===== config.mk =====
export PLATFORM = sky130hd
export DESIGN_NAME = rst_gen
export DESIGN_NICKNAME = d
export VERILOG_FILES = /design/src/rtl/rst_gen.sv
export SDC_FILE = /design/constraint.sdc
export NUM_CORES = 1
export LEC_CHECK = 0
export CAP_MARGIN = 10
export CORE_MARGIN = 2
export CORE_UTILIZATION = 30
export CTS_BUF_LIST = sky130_fd_sc_hd__clkbuf_8
export CTS_CLUSTER_SIZE = 10
export DETAILED_ROUTE_END_ITERATION = 10
export GPL_TIMING_DRIVEN = 0
export PLACE_DENSITY = 0.49
export SYNTH_ARGS = -nofsm -noshare
export SYNTH_HDL_FRONTEND = slang
export SYNTH_SLANG_ARGS = --single-unit
export TNS_END_PERCENT = 5

===== constraint.sdc =====
create_clock -name clk -period 2.55 [get_ports clk]
set_clock_uncertainty 0.2 [all_clocks]
set_input_delay 0.6375 -clock clk [delete_from_list [all_inputs] [get_ports clk]]
set_output_delay 0.6375 -clock clk [all_outputs]
set_load 0.01 [all_outputs]

===== src/rtl/rst_gen.sv =====
// Board reset generator: merges power-on, debounced button, software request and optional
// watchdog into one stretched active-low reset, and records the cause. Watchdog: RST_GEN_WDT_EN.
module rst_gen #(
  parameter int DEB_CYCLES  = 16,
  parameter int HOLD_CYCLES = 32,
  parameter int WDT_CYCLES  = 1024,
  parameter int CNT_W       = 16
) (
  input  logic       clk,
  input  logic       rst_n,
  input  logic       btn_n,
  input  logic       swrst_req,
  input  logic       wdt_kick,
  output logic       swrst_ack,
  output logic       rstout_n,
  output logic [1:0] rst_cause
);

  typedef enum logic {
    HOLD = 1'b0,
    RUN  = 1'b1
  } state_t;

  localparam logic [1:0] CAUSE_POR = 2'b00;
  localparam logic [1:0] CAUSE_BTN = 2'b01;
  localparam logic [1:0] CAUSE_SW  = 2'b10;
  localparam logic [1:0] CAUSE_WDT = 2'b11;

  localparam logic [CNT_W-1:0] ONE       = CNT_W'(1);
  localparam logic [CNT_W-1:0] DEB_MAX   = CNT_W'(DEB_CYCLES);
  localparam logic [CNT_W-1:0] HOLD_LAST = CNT_W'(HOLD_CYCLES - 1);
  localparam logic [CNT_W-1:0] WDT_LAST  = CNT_W'(WDT_CYCLES - 1);

  state_t           state, state_nxt;
  logic [CNT_W-1:0] hold_cnt, hold_nxt;
  logic [CNT_W-1:0] deb_cnt;
  logic [1:0]       cause_nxt;
  logic             ack_nxt;
  logic             btn_meta, btn_sync;
  logic             btn_pressed;
  logic             wdt_expire;

  // Button synchronizer idles released so reset never looks like a press.
  always_ff @(posedge clk or negedge rst_n) begin
    if (!rst_n) begin
      btn_meta <= 1'b1;
      btn_sync <= 1'b1;
    end else begin
      btn_meta <= btn_n;
      btn_sync <= btn_meta;
    end
  end

  always_ff @(posedge clk or negedge rst_n) begin
    if (!rst_n) begin
      deb_cnt <= '0;
    end else if (btn_sync) begin
      deb_cnt <= '0;
    end else if (deb_cnt != DEB_MAX) begin
      deb_cnt <= deb_cnt + ONE;
    end
  end

  assign btn_pressed = (deb_cnt == DEB_MAX);

`ifdef RST_GEN_WDT_EN
  logic [CNT_W-1:0] wdt_cnt;

  // A kick in the expiry cycle wins over the timeout.
  assign wdt_expire = (state == RUN) && (wdt_cnt == WDT_LAST) && !wdt_kick;

  always_ff @(posedge clk or negedge rst_n) begin
    if (!rst_n) begin
      wdt_cnt <= '0;
    end else if ((state != RUN) || (state_nxt != RUN) || wdt_kick) begin
      wdt_cnt <= '0;
    end else begin
      wdt_cnt <= wdt_cnt + ONE;
    end
  end
`else
  logic unused_wdt;

  assign wdt_expire = 1'b0;
  assign unused_wdt = ^{wdt_kick, WDT_LAST};
`endif

  always_comb begin
    state_nxt = state;
    hold_nxt  = hold_cnt;
    cause_nxt = rst_cause;
    ack_nxt   = 1'b0;
    case (state)
      HOLD: begin
        if (hold_cnt != HOLD_LAST) begin
          hold_nxt = hold_cnt + ONE;
        end else if (!btn_pressed) begin
          state_nxt = RUN;
        end
      end
      RUN: begin
        hold_nxt = '0;
        // Priority button > watchdog > software; losers are simply dropped.
        if (btn_pressed) begin
          state_nxt = HOLD;
          cause_nxt = CAUSE_BTN;
        end else if (wdt_expire) begin
          state_nxt = HOLD;
          cause_nxt = CAUSE_WDT;
        end else if (swrst_req) begin
          state_nxt = HOLD;
          cause_nxt = CAUSE_SW;
          ack_nxt   = 1'b1;
        end
      end
      default: state_nxt = HOLD;
    endcase
  end

  always_ff @(posedge clk or negedge rst_n) begin
    if (!rst_n) begin
      state     <= HOLD;
      hold_cnt  <= '0;
      rstout_n  <= 1'b0;
      swrst_ack <= 1'b0;
      rst_cause <= CAUSE_POR;
    end else begin
      state     <= state_nxt;
      hold_cnt  <= hold_nxt;
      rstout_n  <= (state_nxt == RUN);
      swrst_ack <= ack_nxt;
      rst_cause <= cause_nxt;
    end
  end

endmodule


==> After elaboration in Yosys (flattened, before gate mapping) <==
Index checks and enable logic that the tools add are counted.
{ "word_totals": {"regBits": 38, "latchBits": 0, "ramBits": 0, "mem_bits_ro": 0, "inputBits": 5, "memories": 0} }
{ "op_classes": {"n_addsub": 2, "n_mul": 0, "div_mod_pow": 0, "magnitude_cmp": 0, "n_eq_ne": 4, "n_shift": 0, "muxes": 14, "bitwise": 1, "n_reduce_logical": 3} }
{ "ops": {"columns": ["cell", "n"], "rows": [
  ["2-to-1 mux 16 bit", 3],
  ["adder 16 x 1 -> 16 bit, second input constant", 2],
  ["inequality test 16 x 5 -> 1 bit, second input constant", 2],
  ["case mux 16 bit (2 select lines)", 1],
  ["equality test 16 x 5 -> 1 bit, second input constant", 1],
  ["2-to-1 mux 1 bit", 7],
  ["2-to-1 mux 2 bit", 2],
  ["nonzero test 2 bit", 2],
  ["inequality test 2 bit, second input constant", 1],
  ["case mux 1 bit (2 select lines)", 1],
  ["AND reduction 2 bit", 1],
  ["NOT 1 bit", 1]
]} }

==> Longest topological paths before layout <==
Gate-level depths: netlist of the first run.
{ "logic_depth": {"ltp_word": 4, "mapped_depth": 6, "ltp_nobuf": 6} }

==> Worst setup path before layout of the first run <==
Ideal clock, no wire load.
{ "synth_path": {"kind": "reg-to-reg", "startpoint": "reg hold_cnt[0]", "endpoint": "reg hold_cnt[3]", "setup_ps": 127, "arrival_ps": 1490, "t_required_ps": 2223, "path_slack_ps": 733, "path_stages_with_launch": 6, "synth_period_minus_slack_ps": 1817, "path_cell_list": "dfrtp_1 ha_1 and4_4 nand4_2 nand4_1 mux2_1"} }
{ "synth_via": {"elab_chain_len": 3, "word_cells_on_any_way": 5, "cone_classes": "1 x add/sub; 2 x eq/ne; 2 x mux"} }
{ "synth_lines": {"columns": ["element", "line", "text"], "rows": [
  ["start, declared", "35", "logic [CNT_W-1:0] hold_cnt, hold_nxt;"],
  ["start signal, assigned", "129", "hold_cnt <= hold_nxt;"],
  ["adder 16 x 1 -> 16 bit", "96", "hold_nxt = hold_cnt + ONE;"],
  ["2-to-1 mux 16 bit", "95", "if (hold_cnt != HOLD_LAST) begin"],
  ["case mux 16 bit (2 select lines)", "93", "case (state)"]
]} }
Several ways; a longest one is shown, not always the timed one. The select of a mux whose other input is x is not followed.
A chain may end at the register's enable or synchronous reset.

==> summary.txt, run 1 <==
clock sinks - 38
total gr overflow - 0
Avg Inst Size Synth - 10.4 um2
Leak Pwr - 0.939 nW
status - finished clean
Pwr Density - 655 mW/mm2
crit-path cells - clkdlybuf4s50_1
row cnt - 29
# resized after CTS - 0
routed vias/inst - 4.85
WL met1 - 1.79 mm
core area - 0.00624 mm2
Hold/Removal Path Class - flip-flop to flip-flop
EDFF count, synth - 0
clk buf depth - 2
Comb power frac - 0.171
largest net degree at the start of global routing - 39
DRT Pass-1 Iters - 4
Die Y - 83.6 um
Slew @ Worst Pin - 0.846 ns
Skew-Pair Late Insertion Delay - 0.29 ns
Yosys warning count - 0
Worst-path clk slew - 0.07 ns
unique cell type count in the Yosys netlist - 42
delay-heaviest family, CP - buffers and inverters
initial antenna violation count - 0
critical path type - flip-flop to output pin
Final setup violation count - 0
Power Total - 1.41 mW
Max Fclk - 0.494 GHz
VDD IR max - 0.223 mV
Initial Util - 0.305
First DRT Iteration DRCs - 69
crit path DAT - 1.19 ns
die extent in x - 83.6 um
footprint of the multi-input gates - 907 um2
final slew viol count - 0
Crit path largest cell delay - 0.54 ns
CP Buf/Inv Count - 1
asr flop ratio synth - 1.00
DRC - 0
cell area after synthesis - 0.00190 mm2
NetSw - 0.428 mW
Setup Buffers After CTS - 0
DR top layer - met4
CTS Buf Count - 5
vias in the first global route - 1327
final WL - 3.52 mm
Routed Antenna Nets - 0
post-layout min period - 2.02 ns
Antenna Cells - 0
first-pass GRT wire length - 6.35 mm
FILL cells - 658
Rel. slew slack - 0.436
Hold Fails Final Rpt - 0
Crit. End Element - output pin
Root Driver - clkbuf_8
WL met3 - 75 um
RSZ-0062 raised after global routing - false
GRT Total Usage - 0.113
Avg WL per Cell - 12.8 um
CTS Hold Bufs - 0
Power Internal - 0.982 mW
Synth Register Bits - 38
share of cells above drive strength 1 - 0.121
Most used DFF post-synth - dfrtp_1
Max Cap Viol - 0
Placer Congestion - 0.687
CP max-delay cell - clkdlybuf4s50_1
syn_nets - 191
Seq/Total Area, Yosys - 0.501
post-synthesis cell count - 183
fin cells - 275
Post-Place Cells - 267
die area - 0.00699 mm2
fin nets - 205
I/O pins - 9
Clk pwr share - 0.306
crit-path max FO - 3
Switching Fraction - 0.304
Area Overhead vs Synth - 13.3%
worst path required time - 1.71 ns
met2 WL - 1.59 mm
htree depth - 2
crit start category - flip-flop
Port Buffers - 7
HPWL after detailed placement - 2.37 mm
via count - 1334
Register Area - 953 um2
fin crit share - 0.793
CTS tree - built
sequential share of power - 0.524
registers in the layout, summed over array words and instances, names as in the netlist:
register	cells
btn_meta	1
btn_sync	1
deb_cnt	16
hold_cnt	16
rst_cause	2
state	1
swrst_ack	1
layer usage:
metal  global-route usage  up-vias
li1                     -      670
met1                0.159      647
met2                0.164        8
met3               0.0297        9
met4               0.0484        0
met5                    0        -
path summary, 6_finish.rpt:
path	start	end	slack, ns	depth (start not counted)
min in group asynchronous	rst_n	hold_cnt[9]	0.24	1
worst min register to register	btn_meta	btn_sync	0.16	0
worst min-delay path	btn_meta	btn_sync	0.16	0
worst max register to register	hold_cnt[0]	hold_cnt[3]	0.53	5
worst max-delay path	state	rstout_n	0.53	1
max in group asynchronous	rst_n	deb_cnt[12]	1.37	1
metrics by stage:
stage | instance area (um2) | setup TNS [ns] | hold WS (ns) | utilization | setup WS [ns]
3_5_place_dp | 2060 | 0 | 0.150 | 0.331 | 0.516
6_report | 2150 | 0 | 0.157 | 0.345 | 0.527
3_3_place_gp | 2070 | -13.19 | 0.148 | 0.331 | -0.368
4_1_cts | 2150 | 0 | 0.159 | 0.345 | 0.498
5_1_grt | 2150 | 0 | 0.167 | 0.345 | 0.379
2_1_floorplan | 1900 | 0 | 0.142 | - | 0.733
cells by family after synthesis:
group                      share of synthesized area
adders and majority gates                     0.0197
xor gates and xnor gates                      0.0921
muxes                                         0.0414
and+or+nand+nor                                0.282
buffers and inverters                         0.0217
AOI/OAI and AO/OA                             0.0414
DFF                                            0.501
layout make-up:
class | instances | share of cell area
Clock buffer | 6 | 0.0383
Buffer | 4 | 0.00697
Inverter | 7 | 0.0122
Sequential cell | 38 | 0.443
Clock inverter | 2 | 0.00407
Multi-Input combinational cell | 134 | 0.421
Timing Repair Buffer | 7 | 0.0302
Tap cell | 77 | 0.0447
layout by cell type (no fill, tap or decap), types with 3 or more instances in the layout:
cell type	instances
nor2b_1	5
and4_1	3
clkbuf_8	6
nand4_2	3
a21oi_1	5
inv_1	7
xor2_1	9
nand4_1	9
xnor2_1	11
clkdlybuf4s50_1	6
nor3_1	8
nor2_1	31
nand3_1	5
nor4_1	6
dfrtp_1	36
ha_1	3
mux2i_1	3
nand2_1	6
power by group through the flow:
stage          combinational (mW)  sequential [mW]  clock [mW]
6_report                    0.241            0.739       0.431
5_1_grt                     0.291            0.752       0.480
4_1_cts                     0.247            0.738       0.454
3_5_place_dp                0.246            0.750           0
3_3_place_gp                0.246            0.747           0
2_1_floorplan               0.174            0.737           0
synth_stat cells, drive strengths merged (2+ instances only):
cell    instances  area [um2]
mux2i           3        30.0
nand4          12        93.8
xor2            9        78.8
clkbuf          2        7.51
mux2            4        48.8
nor3            9        50.1
dfstp           2        52.6
and4            4        37.5
and3            2        12.5
a31oi           2        12.5
buf             2        7.51
inv             7        26.3
nand2           7        28.8
nand3           6        42.5
and2            2        12.5
dfrtp          36         901
ha              3        37.5
nor4            8        71.3
o21ai           2        10.0
nor2           31         116
nor2b           5        31.3
xnor2          11        96.3
a21oi           5        25.0
(Power assumes the default switching activity.)
==> run 2, diff against run 1 <==
clock period = 1.9 ns   (was 2.55 ns; I/O delays follow)
==> run 2 against run 1 <==
Register-to-register slack worse by 0.44 ns. Wire length up 2.7%. Count of clock-buffer cells in the layout unchanged. Worst setup slack worse by 0.47 ns. Via count up 0.82%. Sequential share of layout area down 1.4 points. Non-clock buffer count up 3. Sequential power up 34%. Sequential cell count unchanged. Combinational power up 60%. Critical path type unchanged.
==> summary.txt, run 2 (synthesis gave the netlist of run 1 again) <==
core area - 0.00624 mm2 (unchanged)
post-layout min period - 1.84 ns
DRC - 0 (unchanged)
R2R Setup Slk - 0.09 ns (was 0.53 ns)
Initial Util - 0.305 (unchanged)
CTS tree - built (unchanged)
Max Fclk - 0.542 GHz
Comb power frac - 0.197 (was 0.171)
Hold Fails Final Rpt - 0 (unchanged)
Pwr Density - 879 mW/mm2 (was 655 mW/mm2)
final WL - 3.62 mm (was 3.52 mm)
htree depth - 2 (unchanged)
Post-Place Cells - 267 (unchanged)
Rel. slew slack - 0.427 (was 0.436)
routed vias/inst - 4.84 (was 4.85)
clock sinks - 38 (unchanged)
R2R depth - 4 (was 5)
Crit. End Element - output pin (unchanged)
met3 GRT Util - 0.0297 (unchanged)
share of cells above drive strength 1 - 0.154 (was 0.121)
fin crit share - 0.971
VDD IR max - 0.313 mV (was 0.223 mV)
Placer Congestion - 0.687 (unchanged)
largest net degree at the start of global routing - 39 (unchanged)
sequential share of power - 0.506 (was 0.524)
row cnt - 29 (unchanged)
Clk pwr share - 0.297 (was 0.306)
fin cells - 278 (was 275)
status - finished clean (unchanged)
M2 GR Usage - 0.172 (was 0.164)
NetSw - 0.597 mW (was 0.428 mW)
reg2reg end - hold_cnt[3] (unchanged)
GRT Total Usage - 0.116 (was 0.113)
die extent in x - 83.6 um (unchanged)
CTS Hold Bufs - 0 (unchanged)
die area - 0.00699 mm2 (unchanged)
CP max-delay cell - clkdlybuf4s50_1 (unchanged)
DRT Pass-1 Iters - 4 (unchanged)
final core occ - 0.357 (was 0.345)
Crit path largest cell delay - 0.54 ns (about the same)
Area Overhead vs Synth - 17.0% (was 13.3%)
Routed Antenna Nets - 0 (unchanged)
worst r2r src - hold_cnt[13] (was hold_cnt[0])
delay-heaviest family, CP - buffers and inverters (unchanged)
final slew viol count - 0 (unchanged)
crit start category - flip-flop (unchanged)
crit path DAT - 1.17 ns (was 1.19 ns)
First DRT Iteration DRCs - 39 (was 69)
M1 GR Usage - 0.160 (was 0.159)
via count - 1345 (was 1334)
Port Buffers - 7 (unchanged)
fin nets - 208 (was 205)
CTS Buf Count - 5 (unchanged)
I/O pins - 9 (unchanged)
CP Buf/Inv Count - 1 (unchanged)
crit-path cells - clkdlybuf4s50_1 (unchanged)
Hold/Removal Path Class - input pin to asynchronous set/reset pin (was flip-flop to flip-flop)
Skew-Pair Late Insertion Delay - 0.30 ns (was 0.29 ns)
Final setup violation count - 0 (unchanged)
Antenna Cells - 0 (unchanged)
first-pass GRT wire length - 6.48 mm (was 6.35 mm)
Die Y - 83.6 um (unchanged)
initial antenna violation count - 0 (unchanged)
RSZ-0062 raised after global routing - true (was false)
Leak Pwr - 0.981 nW (was 0.939 nW)
Power Internal - 1.36 mW (was 0.982 mW)
clk buf depth - 2 (unchanged)
Root Driver - clkbuf_8 (unchanged)
GR peak layer - met2 (unchanged)
vias in the first global route - 1348 (was 1327)
critical path type - flip-flop to output pin (unchanged)
HPWL after detailed placement - 2.37 mm (unchanged)
Max Cap Viol - 0 (unchanged)
total gr overflow - 0 (unchanged)
Top Registers - deb_cnt: 16 flops, hold_cnt: 16 flops, rst_cause: 2 flops (unchanged)
Switching Fraction - 0.305 (was 0.304)
most frequent cells in the layout - 35 x dfrtp_1, 31 x nor2_1, 11 x xnor2_1, 9 x nand4_1, 9 x xor2_1 (was 36 x dfrtp_1, 31 x nor2_1, 11 x xnor2_1, 9 x nand4_1, 9 x xor2_1)
commonest non-fill, non-tap cell in the layout - dfrtp_1 (unchanged)
Slew @ Worst Pin - 0.860 ns (was 0.846 ns)
worst path required time - 1.22 ns (was 1.71 ns)
Avg WL per Cell - 13.0 um (was 12.8 um)
crit-path max FO - 2 (was 3)
Worst-path clk slew - 0.09 ns (was 0.07 ns)
[run 2: per-stage QoR]
| step | instance area (um2) | TNS, ns | hold slack (ns) | power (mW) | setup slack [ns] |
|---|---|---|---|---|---|
| after floorplan | 1900 | 0 | -0.0206 | 1.22 | 0.0828 |
| after global routing | 2230 | -0.0500 | 0.162 | 2.11 | -0.0262 |
| final | 2230 | 0 | 0.0805 | 1.96 | 0.0553 |
| after detailed placement | 2060 | -0.134 | 0.150 | 1.34 | -0.134 |
| after CTS | 2190 | 0 | 0.125 | 1.96 | 0.00197 |
| after global placement | 2070 | -31.75 | 0.148 | 1.33 | -0.856 |
[run 2: worst max-delay path by stage]
stage | from | to | slack [ns] | cells past startpoint
CTS | hold_cnt[1] | hold_cnt[3] | 0.002 | 5
floorplan | hold_cnt[0] | hold_cnt[3] | 0.08 | 5
global route | hold_cnt[1] | hold_cnt[15] | -0.03 | 5
finish | rst_cause[0] | rst_cause[0] | 0.06 | 1
detailed placement | hold_cnt[0] | hold_cnt[3] | -0.13 | 5
global placement | rst_n | deb_cnt[6] | -0.86 | 1
[run 2: routing by layer]
layer,vias to the layer above,share of wire
met4,0,0.016
met1,654,0.51
met5,-,0
met3,6,0.016
met2,7,0.46
li1,678,-
[run 2: timing repair]
item | CTS | global route
endpoints found under the setup margin | 1 | 10
resized for setup | 4 | 5
setup buffers | 1 | 2
pin swaps | 0 | 2
[run 2: layout make-up]
| type | count | area (um2) |
|---|---|---|
| fillers | 657 | 4020 |
| flip-flops and latches | 38 | 955 |
| multi-input cells | 134 | 950 |
| well taps | 77 | 96.3 |
| repair buffers | 10 | 92.6 |
| clock buffers | 6 | 82.6 |
| inverters | 7 | 26.3 |
| plain buffers | 4 | 15.0 |
| clock inverters | 2 | 8.76 |
[run 2: power by group through the flow]
| stage | clock network, mW | logic, mW | registers [mW] |
|---|---|---|---|
| finish | 0.582 | 0.385 | 0.990 |
| global route | 0.644 | 0.458 | 1.01 |
| CTS | 0.609 | 0.366 | 0.982 |
| detailed placement | 0 | 0.331 | 1.01 |
| global placement | 0 | 0.330 | 1.00 |
| floorplan | 0 | 0.233 | 0.989 |
